[src/rtl/uart_arb_pkg.sv]
// ============================================================================
// Module      : uart_arb_pkg
// Description : Shared state encoding and default sizing for the UART
//               transmitter arbiter.
// Revision    : 1.0 - initial release
// ============================================================================
`default_nettype none

package uart_arb_pkg;

  localparam int c_N_REQ_DEF       = 4;
  localparam int c_DATA_W_DEF      = 8;
  localparam int c_TIMEOUT_CYC_DEF = 65535;

  // Encoding 2'b11 is deliberately left unused.
  typedef enum logic [1:0] {
    OCIOSO = 2'b00,
    INICIA = 2'b01,
    ESPERA = 2'b10
  } arb_state_t;

endpackage

`default_nettype wire

[src/rtl/rr_select.sv]
// ============================================================================
// Module      : rr_select
// Description : Combinational requester picker; round-robin from i_ptr, or
//               lowest-index-wins when ARB_FIXED_PRIORITY_EN is defined.
// Revision    : 1.0 - initial release
// ============================================================================
`default_nettype none

module rr_select
  import uart_arb_pkg::*;
#(
  parameter int N_REQ = c_N_REQ_DEF,
  parameter int IDX_W = $clog2(N_REQ)
) (
  input  logic [N_REQ-1:0] i_req,
  input  logic [IDX_W-1:0] i_ptr,
  output logic [N_REQ-1:0] o_pick,
  output logic [IDX_W-1:0] o_idx,
  output logic             o_valid
);

  // Candidates reordered so bit 0 is the highest-priority slot.
  logic [N_REQ-1:0] w_rot;
  logic [IDX_W-1:0] w_off;

`ifdef ARB_FIXED_PRIORITY_EN
  logic w_unused_ptr;
  assign w_unused_ptr = ^i_ptr;
  assign w_rot        = i_req;
  assign o_idx        = w_off;
`else
  logic [IDX_W:0] w_sum;
  assign w_rot = N_REQ'({i_req, i_req} >> i_ptr);
  assign w_sum = {1'b0, i_ptr} + {1'b0, w_off};
  assign o_idx = (w_sum >= (IDX_W+1)'(N_REQ)) ? IDX_W'(w_sum - (IDX_W+1)'(N_REQ))
                                              : w_sum[IDX_W-1:0];
`endif

  always_comb begin
    w_off = '0;
    for (int k = N_REQ - 1; k >= 0; k--) begin
      if (w_rot[k]) w_off = IDX_W'(k);
    end
  end

  assign o_valid = |i_req;
  assign o_pick  = {{(N_REQ-1){1'b0}}, o_valid} << o_idx;

endmodule

`default_nettype wire

[src/rtl/uart_tx_arbiter.sv]
// ============================================================================
// Module      : uart_tx_arbiter
// Description : Shares one UART transmitter among N_REQ byte producers;
//               ARB_FIXED_PRIORITY_EN selects fixed priority over round-robin.
// Revision    : 1.0 - initial release
// ============================================================================
`default_nettype none

module uart_tx_arbiter
  import uart_arb_pkg::*;
#(
  parameter int N_REQ       = c_N_REQ_DEF,
  parameter int DATA_W      = c_DATA_W_DEF,
  parameter int TIMEOUT_CYC = c_TIMEOUT_CYC_DEF
) (
  input  logic                    clock,
  input  logic                    reset_n,
  input  logic [N_REQ-1:0]        req,
  input  logic [N_REQ*DATA_W-1:0] dados_req,
  output logic [N_REQ-1:0]        grant,
  output logic [N_REQ-1:0]        done,
  output logic                    erro,
  output logic                    tx_start,
  output logic [DATA_W-1:0]       tx_dados,
  input  logic                    tx_ocupado,
  input  logic                    tx_acabou,
  output logic                    ocupado,
  output logic [1:0]              db_estado
);

  localparam int c_IDX_W = $clog2(N_REQ);
  localparam int c_TMR_W = $clog2(TIMEOUT_CYC + 1);
  localparam logic [c_TMR_W-1:0] c_TMR_LAST = c_TMR_W'(TIMEOUT_CYC - 1);

  arb_state_t           r_state, w_state_nxt;
  logic [c_IDX_W-1:0]   r_ptr, w_ptr_nxt, w_ptr_adv;
  logic [c_IDX_W-1:0]   r_idx, w_idx_nxt;
  logic [c_TMR_W-1:0]   r_timer, w_timer_nxt;
  logic [N_REQ-1:0]     r_grant, w_grant_nxt, r_done, w_done_nxt, w_idx_hot;
  logic                 r_erro, w_erro_nxt, r_tx_start, w_tx_start_nxt, r_ocupado;
  logic [DATA_W-1:0]    r_tx_dados, w_tx_dados_nxt, w_sel_byte;
  logic [N_REQ-1:0]     w_pick;
  logic [c_IDX_W-1:0]   w_sel_idx;
  logic                 w_sel_valid;

  rr_select #(
    .N_REQ (N_REQ),
    .IDX_W (c_IDX_W)
  ) u_rr_select (
    .i_req   (req),
    .i_ptr   (r_ptr),
    .o_pick  (w_pick),
    .o_idx   (w_sel_idx),
    .o_valid (w_sel_valid)
  );

  always_comb begin
    w_sel_byte = '0;
    for (int i = 0; i < N_REQ; i++) begin
      if (w_pick[i]) w_sel_byte = dados_req[i*DATA_W +: DATA_W];
    end
  end

`ifdef ARB_FIXED_PRIORITY_EN
  assign w_ptr_adv = '0;
`else
  localparam logic [c_IDX_W-1:0] c_IDX_LAST = c_IDX_W'(N_REQ - 1);
  assign w_ptr_adv = (r_idx == c_IDX_LAST) ? '0 : r_idx + 1'b1;
`endif

  assign w_idx_hot = {{(N_REQ-1){1'b0}}, 1'b1} << r_idx;

  always_comb begin
    w_state_nxt    = r_state;
    w_ptr_nxt      = r_ptr;
    w_idx_nxt      = r_idx;
    w_timer_nxt    = r_timer;
    w_tx_dados_nxt = r_tx_dados;
    w_grant_nxt    = '0;
    w_done_nxt     = '0;
    w_erro_nxt     = 1'b0;
    w_tx_start_nxt = 1'b0;
    case (r_state)
      OCIOSO: begin
        if (w_sel_valid && !tx_ocupado) begin
          w_idx_nxt      = w_sel_idx;
          w_tx_dados_nxt = w_sel_byte;
          w_grant_nxt    = w_pick;
          w_tx_start_nxt = 1'b1;
          w_state_nxt    = INICIA;
        end
      end
      INICIA: begin
        w_timer_nxt = '0;
        w_state_nxt = ESPERA;
      end
      ESPERA: begin
        // Completion takes precedence over a timeout landing on the same edge.
        if (tx_acabou) begin
          w_done_nxt  = w_idx_hot;
          w_ptr_nxt   = w_ptr_adv;
          w_state_nxt = OCIOSO;
        end else if (r_timer == c_TMR_LAST) begin
          w_erro_nxt  = 1'b1;
          w_ptr_nxt   = w_ptr_adv;
          w_state_nxt = OCIOSO;
        end else begin
          w_timer_nxt = r_timer + 1'b1;
        end
      end
      default: w_state_nxt = OCIOSO;
    endcase
  end

  always_ff @(posedge clock or negedge reset_n) begin
    if (!reset_n) begin
      r_state    <= OCIOSO;
      r_ptr      <= '0;
      r_idx      <= '0;
      r_timer    <= '0;
      r_grant    <= '0;
      r_done     <= '0;
      r_erro     <= 1'b0;
      r_tx_start <= 1'b0;
      r_tx_dados <= '0;
      r_ocupado  <= 1'b0;
    end else begin
      r_state    <= w_state_nxt;
      r_ptr      <= w_ptr_nxt;
      r_idx      <= w_idx_nxt;
      r_timer    <= w_timer_nxt;
      r_grant    <= w_grant_nxt;
      r_done     <= w_done_nxt;
      r_erro     <= w_erro_nxt;
      r_tx_start <= w_tx_start_nxt;
      r_tx_dados <= w_tx_dados_nxt;
      r_ocupado  <= (w_state_nxt != OCIOSO);
    end
  end

  assign grant     = r_grant;
  assign done      = r_done;
  assign erro      = r_erro;
  assign tx_start  = r_tx_start;
  assign tx_dados  = r_tx_dados;
  assign ocupado   = r_ocupado;
  assign db_estado = r_state;

endmodule

`default_nettype wire

[config.mk]
export PLATFORM = sky130hd
export DESIGN_NAME = uart_tx_arbiter
export DESIGN_NICKNAME = d
export VERILOG_FILES = /design/src/rtl/uart_arb_pkg.sv /design/src/rtl/rr_select.sv /design/src/rtl/uart_tx_arbiter.sv
export SDC_FILE = /design/constraint.sdc
export NUM_CORES = 1
export LEC_CHECK = 0
export CAP_MARGIN = 40
export CORE_MARGIN = 4
export CORE_UTILIZATION = 40
export CTS_BUF_LIST = sky130_fd_sc_hd__clkbuf_16
export DETAILED_ROUTE_END_ITERATION = 6
export GPL_TIMING_DRIVEN = 0
export PLACE_DENSITY = 0.71
export SYNTH_ARGS = -nofsm -noshare
export SYNTH_HDL_FRONTEND = slang
export SYNTH_SLANG_ARGS = --single-unit
[constraint.sdc]
create_clock -name clock -period 2.5 [get_ports clock]
set_input_delay 0.5 -clock clock [delete_from_list [all_inputs] [get_ports clock]]
set_output_delay 0.5 -clock clock [all_outputs]
set_load 0.05 [all_outputs]
Word-level counts from Yosys, hierarchy flattened
Cells that the tools add are included.

Word-level logic and storage cells: 62. Bits of input ports: 40. Flip-flop bits (word level): 41. Output and inout bits: 21.

Magnitude comparators: 1. Mux-type cells: 28. Equality and inequality tests: 6. Add/subtract/negate cells: 4. Shift operators: 3. Reduce and logical (&&, ||, !) cells: 10.

Operators with widths (number): 16-bit 2-to-1 mux (2); 8-bit 2-to-1 mux (4); 16-bit case mux with 2 select lines (1); 2-bit 2-to-1 mux (11); 16-bit by 1-bit adder with 16-bit output, second input constant (1); 16-bit == test, second input constant (1); 4-bit 2-to-1 mux (4); 8-bit by 2-bit right shift with 4-bit output (1); 2-bit case mux with 3 select lines (1); 2-bit nonzero test (3); 1-bit 2-to-1 mux (5); 2-bit == test, second input constant (2); 2-bit != test, second input constant (2); 2-bit AND reduction (2); 4-bit OR reduction (1); 1-bit by 2-bit << shifter with 4-bit output (1); 1-bit by 2-bit << shifter with 4-bit output, first input constant (1); 2-bit by 2-bit adder with 3-bit output (1); 3-bit >= comparator, second input constant (1); 3-bit AND reduction (1); 2-bit by 1-bit adder with 2-bit output, second input constant (1); 2-bit by 1-bit == test with 1-bit output, second input constant (1); 2-bit zero test (1); 2-bit by 1-bit subtractor with 2-bit output, second input constant (1); other kinds (2) (2).

Depth between registers and ports, before layout
Gate-level depths: netlist (run 1).

Depth in word-level cells: 13. Gate-level depth with buffers: 12. Depth with buffers taken out: 9.

Hierarchy
Synthesis (run 1) repeated with hierarchy kept, for this count alone.

Cells, all modules: 247. Area total of the unflattened synthesis: 2419.8 µm².

Modules (own cells, without submodules): uart_tx_arbiter (area each 2157.1 µm², sequential area each 1026.0 µm², cells an instance 209, instances 1); rr_select (area each 262.8 µm², sequential area each 0.0 µm², cells an instance 38, instances 1).

Worst setup path before layout (run 1)
Ideal clock, no wire load.

Path type: register to register. From: register r_ptr[0]. To: register r_tx_dados[0] (netlist: tx_dados[0]). Cell stages (with the launch flop): 12. Arrival time: 2247 ps. Slack: 121 ps. Period minus slack after synthesis: 2379 ps. Buffers on the path: 3. Data required time: 2368 ps. Library setup time: 132 ps. Cells stage by stage: dfrtp_1 > buf_2 > nor2b_1 > a221o_1 > o21ai_0 > o221ai_1 > ha_1 > buf_1 > clkbuf_1 > a21oi_1 > a22oi_1 > a22oi_1.

Word-level cells in the longest chain between the ends: 13. Elaborated cells between the ends (all ways): 14. Classes of those cells: 2 x add/sub; 1 x order compare; 2 x shift; 9 x mux.

RTL lines: start: declaration (RTL line uart_tx_arbiter.sv:36) `logic [c_IDX_W-1:0] r_ptr, w_ptr_nxt, w_ptr_adv;`; start signal: assignment (RTL line uart_tx_arbiter.sv:129) `r_ptr <= w_ptr_nxt;`; 8-bit by 2-bit right shift with 4-bit output (RTL line rr_select.sv:33) `assign w_rot = N_REQ'({i_req, i_req} >> i_ptr);`; 2-bit 2-to-1 mux (4 in a row) (RTL line rr_select.sv:42) `if (w_rot[k]) w_off = IDX_W'(k);`; 2-bit by 2-bit adder with 3-bit output * (RTL line rr_select.sv:34) `assign w_sum = {1'b0, i_ptr} + {1'b0, w_off};`; 3-bit >= comparator or 2-bit by 1-bit subtractor with 2-bit output (tied branches) (RTL line rr_select.sv:35) `assign o_idx = (w_sum >= (IDX_W+1)'(N_REQ)) ? IDX_W'(w_sum - (IDX_W+1)'(N_REQ))`; 2-bit 2-to-1 mux * (RTL line rr_select.sv:35); via u_rr_select.o_idx[0] (RTL line rr_select.sv:18) `output logic [IDX_W-1:0] o_idx,`; 1-bit by 2-bit << shifter with 4-bit output * (RTL line rr_select.sv:47) `assign o_pick = {{(N_REQ-1){1'b0}}, o_valid} << o_idx;`; 8-bit 2-to-1 mux (3 in a row) (RTL line uart_tx_arbiter.sv:60) `if (w_pick[i]) w_sel_byte = dados_req[i*DATA_W +: DATA_W];`; 8-bit 2-to-1 mux * (RTL line uart_tx_arbiter.sv:60); end signal: assignment (RTL line uart_tx_arbiter.sv:136) `r_tx_dados <= w_tx_dados_nxt;`; end: declaration (RTL line uart_tx_arbiter.sv:41) `logic [DATA_W-1:0] r_tx_dados, w_tx_dados_nxt, w_sel_byte;`.

The timed path passes the listed nets; every way through them passes the cells marked *. A chain may end at the register's enable or synchronous reset.

Worst setup path in the final report (run 1)
From: register r_ptr[0]. To: register r_tx_dados[4] (netlist: tx_dados[4]).

Word-level cells in the longest chain between the ends: 13. Elaborated cells between the ends (all ways): 14. Classes of those cells: 2 x add/sub; 1 x order compare; 2 x shift; 9 x mux.

RTL lines (RTL line): 8-bit by 2-bit right shift with 4-bit output (rr_select.sv:33); 2-bit 2-to-1 mux (4 in a row) (rr_select.sv:42); 2-bit by 2-bit adder with 3-bit output * (rr_select.sv:34); 3-bit >= comparator or 2-bit by 1-bit subtractor with 2-bit output (tied branches) (rr_select.sv:35); 2-bit 2-to-1 mux * (rr_select.sv:35); 1-bit by 2-bit << shifter with 4-bit output * (rr_select.sv:47); 8-bit 2-to-1 mux (3 in a row) (uart_tx_arbiter.sv:60); 8-bit 2-to-1 mux * (uart_tx_arbiter.sv:60).

Mark *: on every way between the ends. The rest lies on a longest branch, timed or not.

==> flow_metrics.tcl, run 1 <==
set metrics [dict create \
    clockBufferDepth 2 \
    drv_slew 0 \
    drive_above_1_share_pct 9.480 \
    power.density_nw_per_um2 1235 \
    crit_arrival_ps 2640 \
    final_util_pct 59.15 \
    final_cell_mix "clkdlybuf4s50_1, dfrtp_1, inv_1, a21oi_1, nor2_1" \
    crit_end "tx_dados[4]" \
    via_per_inst 5.333 \
    clock_latency_ps 280 \
    critPathRequiredTime_ps 2660 \
    ant_nets 0 \
    gr-total-overflow 0 \
    clock-root-buffer "clkbuf_16" \
    clk_pin_slew_ps 60 \
    dr.pass1.iters 4 \
    relSlewSlack_pct 51.51 \
    regArea_um2 1026 \
    cts.sinks 41 \
    portBuffers 60 \
    fin_hold_ws_ps 126.9 \
    synth.net_count 296 \
    cap_violations 0 \
    cts_buffers 5 \
    crit_type "flop to flop" \
    drtIter0Drc 72 \
    crit_slowest_cell "dfrtp_1" \
    antenna_found_initial 0 \
    final_cell_area_um2 3277 \
    cp_max_fo 9 \
    switchingPower_uw 1794 \
    max_slew.worst_pin.slew_ps 719.7 \
    endpoint_kind "flop" \
    drc 0 \
    htreeDepth 2 \
    synth_area_um2 2298 \
    finalNonFillerCells 399 \
    fp.dieH_um 83.81 \
    finalCriticalPeriod_ps 2485 \
    final.setup.tns_ps 0 \
    synth_top_area_cell "dfrtp_1" \
    grt_pass1_wl_um 9660 \
    syn_to_final_growth_pct 42.57 \
    p_int_uw 2253 \
    fp.dieW_um 83.81 \
    grt_pass1_vias 2031 \
    status "finished, final reports clean" \
    mostFrequentLayoutCell "clkdlybuf4s50_1" \
    r2r_setup_slack_ps 20 \
    fin_crit_sh_pct 99.40 \
    comb_power_share_pct 61.2 \
    regToRegStartpoint "r_ptr[0]" \
    synth.distinct_cells 35 \
    yosys-top-cells-area "dfrtp_1, a22oi_1, a21oi_1, mux2i_1, ha_1" \
    postRouteWirelength_um 5892 \
    coreArea_um2 5540 \
    hold_buffers 0 \
    dp_hpwl_um 4168 \
    reg2reg_depth 11 \
    avgSynthCellArea_um2 9.231 \
    grt_max_degree 28 \
    dp.cells 382 \
    gp_congestion 0.8179 \
    pwr-share-seq_pct 23.8 \
    ir_drop_mv 0.8226 \
    rows 27 \
    yosys_warnings 0 \
    grt_use_total_pct 16.75 \
    rsz0062_at_grt "yes" \
    syn-instance-count 249 \
    swShare_pct 44.33 \
    place_area_um2 3004 \
    clock.fmax_mhz 402.4 \
    setup-violations-final 0 \
    start_util_pct 41.49 \
    synth_top_area_share_pct 44.64 \
    num_vias 2128 \
    min_path_type "primary input to async pin" \
    start_kind "flop" \
    design.die.area_um2 7023 \
    nets 373 \
    avgRoutedWirePerCell_um 14.77 \
    slowest_delay_ps 400 \
    clkPwrFrac_pct 15.1 \
    r2r_end "tx_dados[4]" \
    leakage_uw 0.001521 \
    setup.worst_path.start "r_ptr[0]" \
    fillers 510 \
    cts_tree "done" \
    path_cells "buf_6, nor2b_4, a221o_1, o21ai_2, o221ai_2, ha_2, xnor2_2, xnor2_2, buf_6, mux2i_1, a22oi_1" \
    ys_seq_area_share_pct 44.64 \
    io_pins 61 \
    multi_input_area_um2 1167 \
    num_antenna_cells 0 \
    ys_seq_elements 41 \
    clock_skew_ps 3.401 \
    hold_violations 0 \
]
==> worst min path at each step <==
stage,start,endpoint,slack (ps),cells past startpoint
4_1_cts,reset_n,tx_start,140,1
3_3_place_gp,r_timer[5],r_timer[5],520,2
6_report,reset_n,r_timer[6],130,1
2_1_floorplan,reset_n,db_estado[0],200,0
3_5_place_dp,reset_n,r_timer[6],440,1
5_1_grt,reset_n,tx_start,150,1
==> stage by stage <==
step / setup WS [ps] / total power (uW)
6_report: 15.11 / 4046
3_5_place_dp: -779.3 / 3037
2_1_floorplan: 121.0 / 2404
5_1_grt: -54.13 / 4312
3_3_place_gp: -773.4 / 3012
4_1_cts: 6.157 / 3825
==> state kept, by name, indices dropped and copies added, names as in the netlist <==
name and cells:
done 4, erro 1, ocupado 1, r_timer 16, r_ptr 2, tx_dados 8, r_idx 2, tx_start 1
db_estado 2, grant 4
==> worst max-delay path: cells and delay by family (launching register included) <==
| family | cells | cell delay (ps) |
|---|---|---|
| XOR/XNOR | 2 | 430 |
| buffers and inverters | 2 | 350 |
| AND/OR/NAND/NOR | 1 | 120 |
| flip-flops | 1 | 400 |
| AO/OA/AOI/OAI | 4 | 590 |
| multiplexers | 1 | 250 |
| adder cells (fa/ha/maj) | 1 | 210 |
==> per-layer routing <==
layer  up-vias  global-route usage [%]  routed length, um
met5         -                       0                  0
li1       1030                       -                  -
met1      1023                   21.62               2668
met4         0                   5.117                121
met2        64                   27.69               2819
met3        11                   4.047                283
==> power by group through the flow <==
stage          combinational, uW  clock (uW)  sequential (uW)
6_report                    2480         610              961
5_1_grt                     2670         653              986
4_1_cts                     2250         619              958
3_5_place_dp                2070           0              964
3_3_place_gp                2050           0              961
2_1_floorplan               1070           0             1330
==> final cells by class <==
cell class | instances | area share (%)
buffer | 12 | 2.444
clock buffer | 5 | 3.818
clock inverter | 3 | 0.3818
inverter | 23 | 2.635
multi-input combinational | 172 | 35.62
sequential | 41 | 31.31
tap | 72 | 2.749
timing repair buffer | 71 | 21.04
==> cells in the mapped netlist <==
master     number
a22oi_1        16
nor2_1         20
inv_1          23
mux2i_1         9
nor4_1          1
dfrtp_1        41
or3_1           4
buf_2           4
o22ai_1         1
xor2_1          5
a211o_1         9
a221o_1         1
o221ai_1        1
o22ai_2         1
and4_1          4
a2111o_1        1
nand2b_1        4
and3_1          6
nand2_1        13
o21ai_0         9
nand3_1         5
nor2b_1         5
nor3b_1         1
nand4_1         5
xnor2_1         8
nor3_1          6
mux2_2          1
a2bb2oi_1       1
ha_1            7
and2_1          3
o22a_1          1
o21bai_1        1
clkbuf_1        8
a21oi_1        23
buf_1           1
==> logic make-up (layout without fill, tap and decap cells) <==
| family | after synthesis | after routing | synth area share, % |
|---|---|---|---|
| DFF | 41 | 41 | 44.64 |
| and+or+nand+nor | 77 | 77 | 17.26 |
| adders and majority gates | 7 | 7 | 3.810 |
| buffers and inverters | 36 | 114 | 6.097 |
| AOI/OAI and AO/OA | 65 | 65 | 18.84 |
| xor gates and xnor gates | 13 | 13 | 4.954 |
| muxes | 10 | 10 | 4.409 |
==> repair_timing <==
action                     4_1_cts  5_1_grt
pin swaps                        0        3
setup endpoints to repair       14       14
resized for setup               13       14
setup buffers                    1        7
cloned                           1        1
(Power assumes the default switching activity.)
==> run 2: changes to the inputs <==
--- a/config.mk
+++ b/config.mk
@@ -12,6 +12,7 @@
 export DETAILED_ROUTE_END_ITERATION = 6
 export GPL_TIMING_DRIVEN = 0
 export PLACE_DENSITY = 0.71
+export SKIP_LAST_GASP = 1
 export SYNTH_ARGS = -nofsm -noshare
 export SYNTH_HDL_FRONTEND = slang
 export SYNTH_SLANG_ARGS = --single-unit
==> results of run 2 <==
No change in the layout: final DEF, timing and power equal those of run 1.
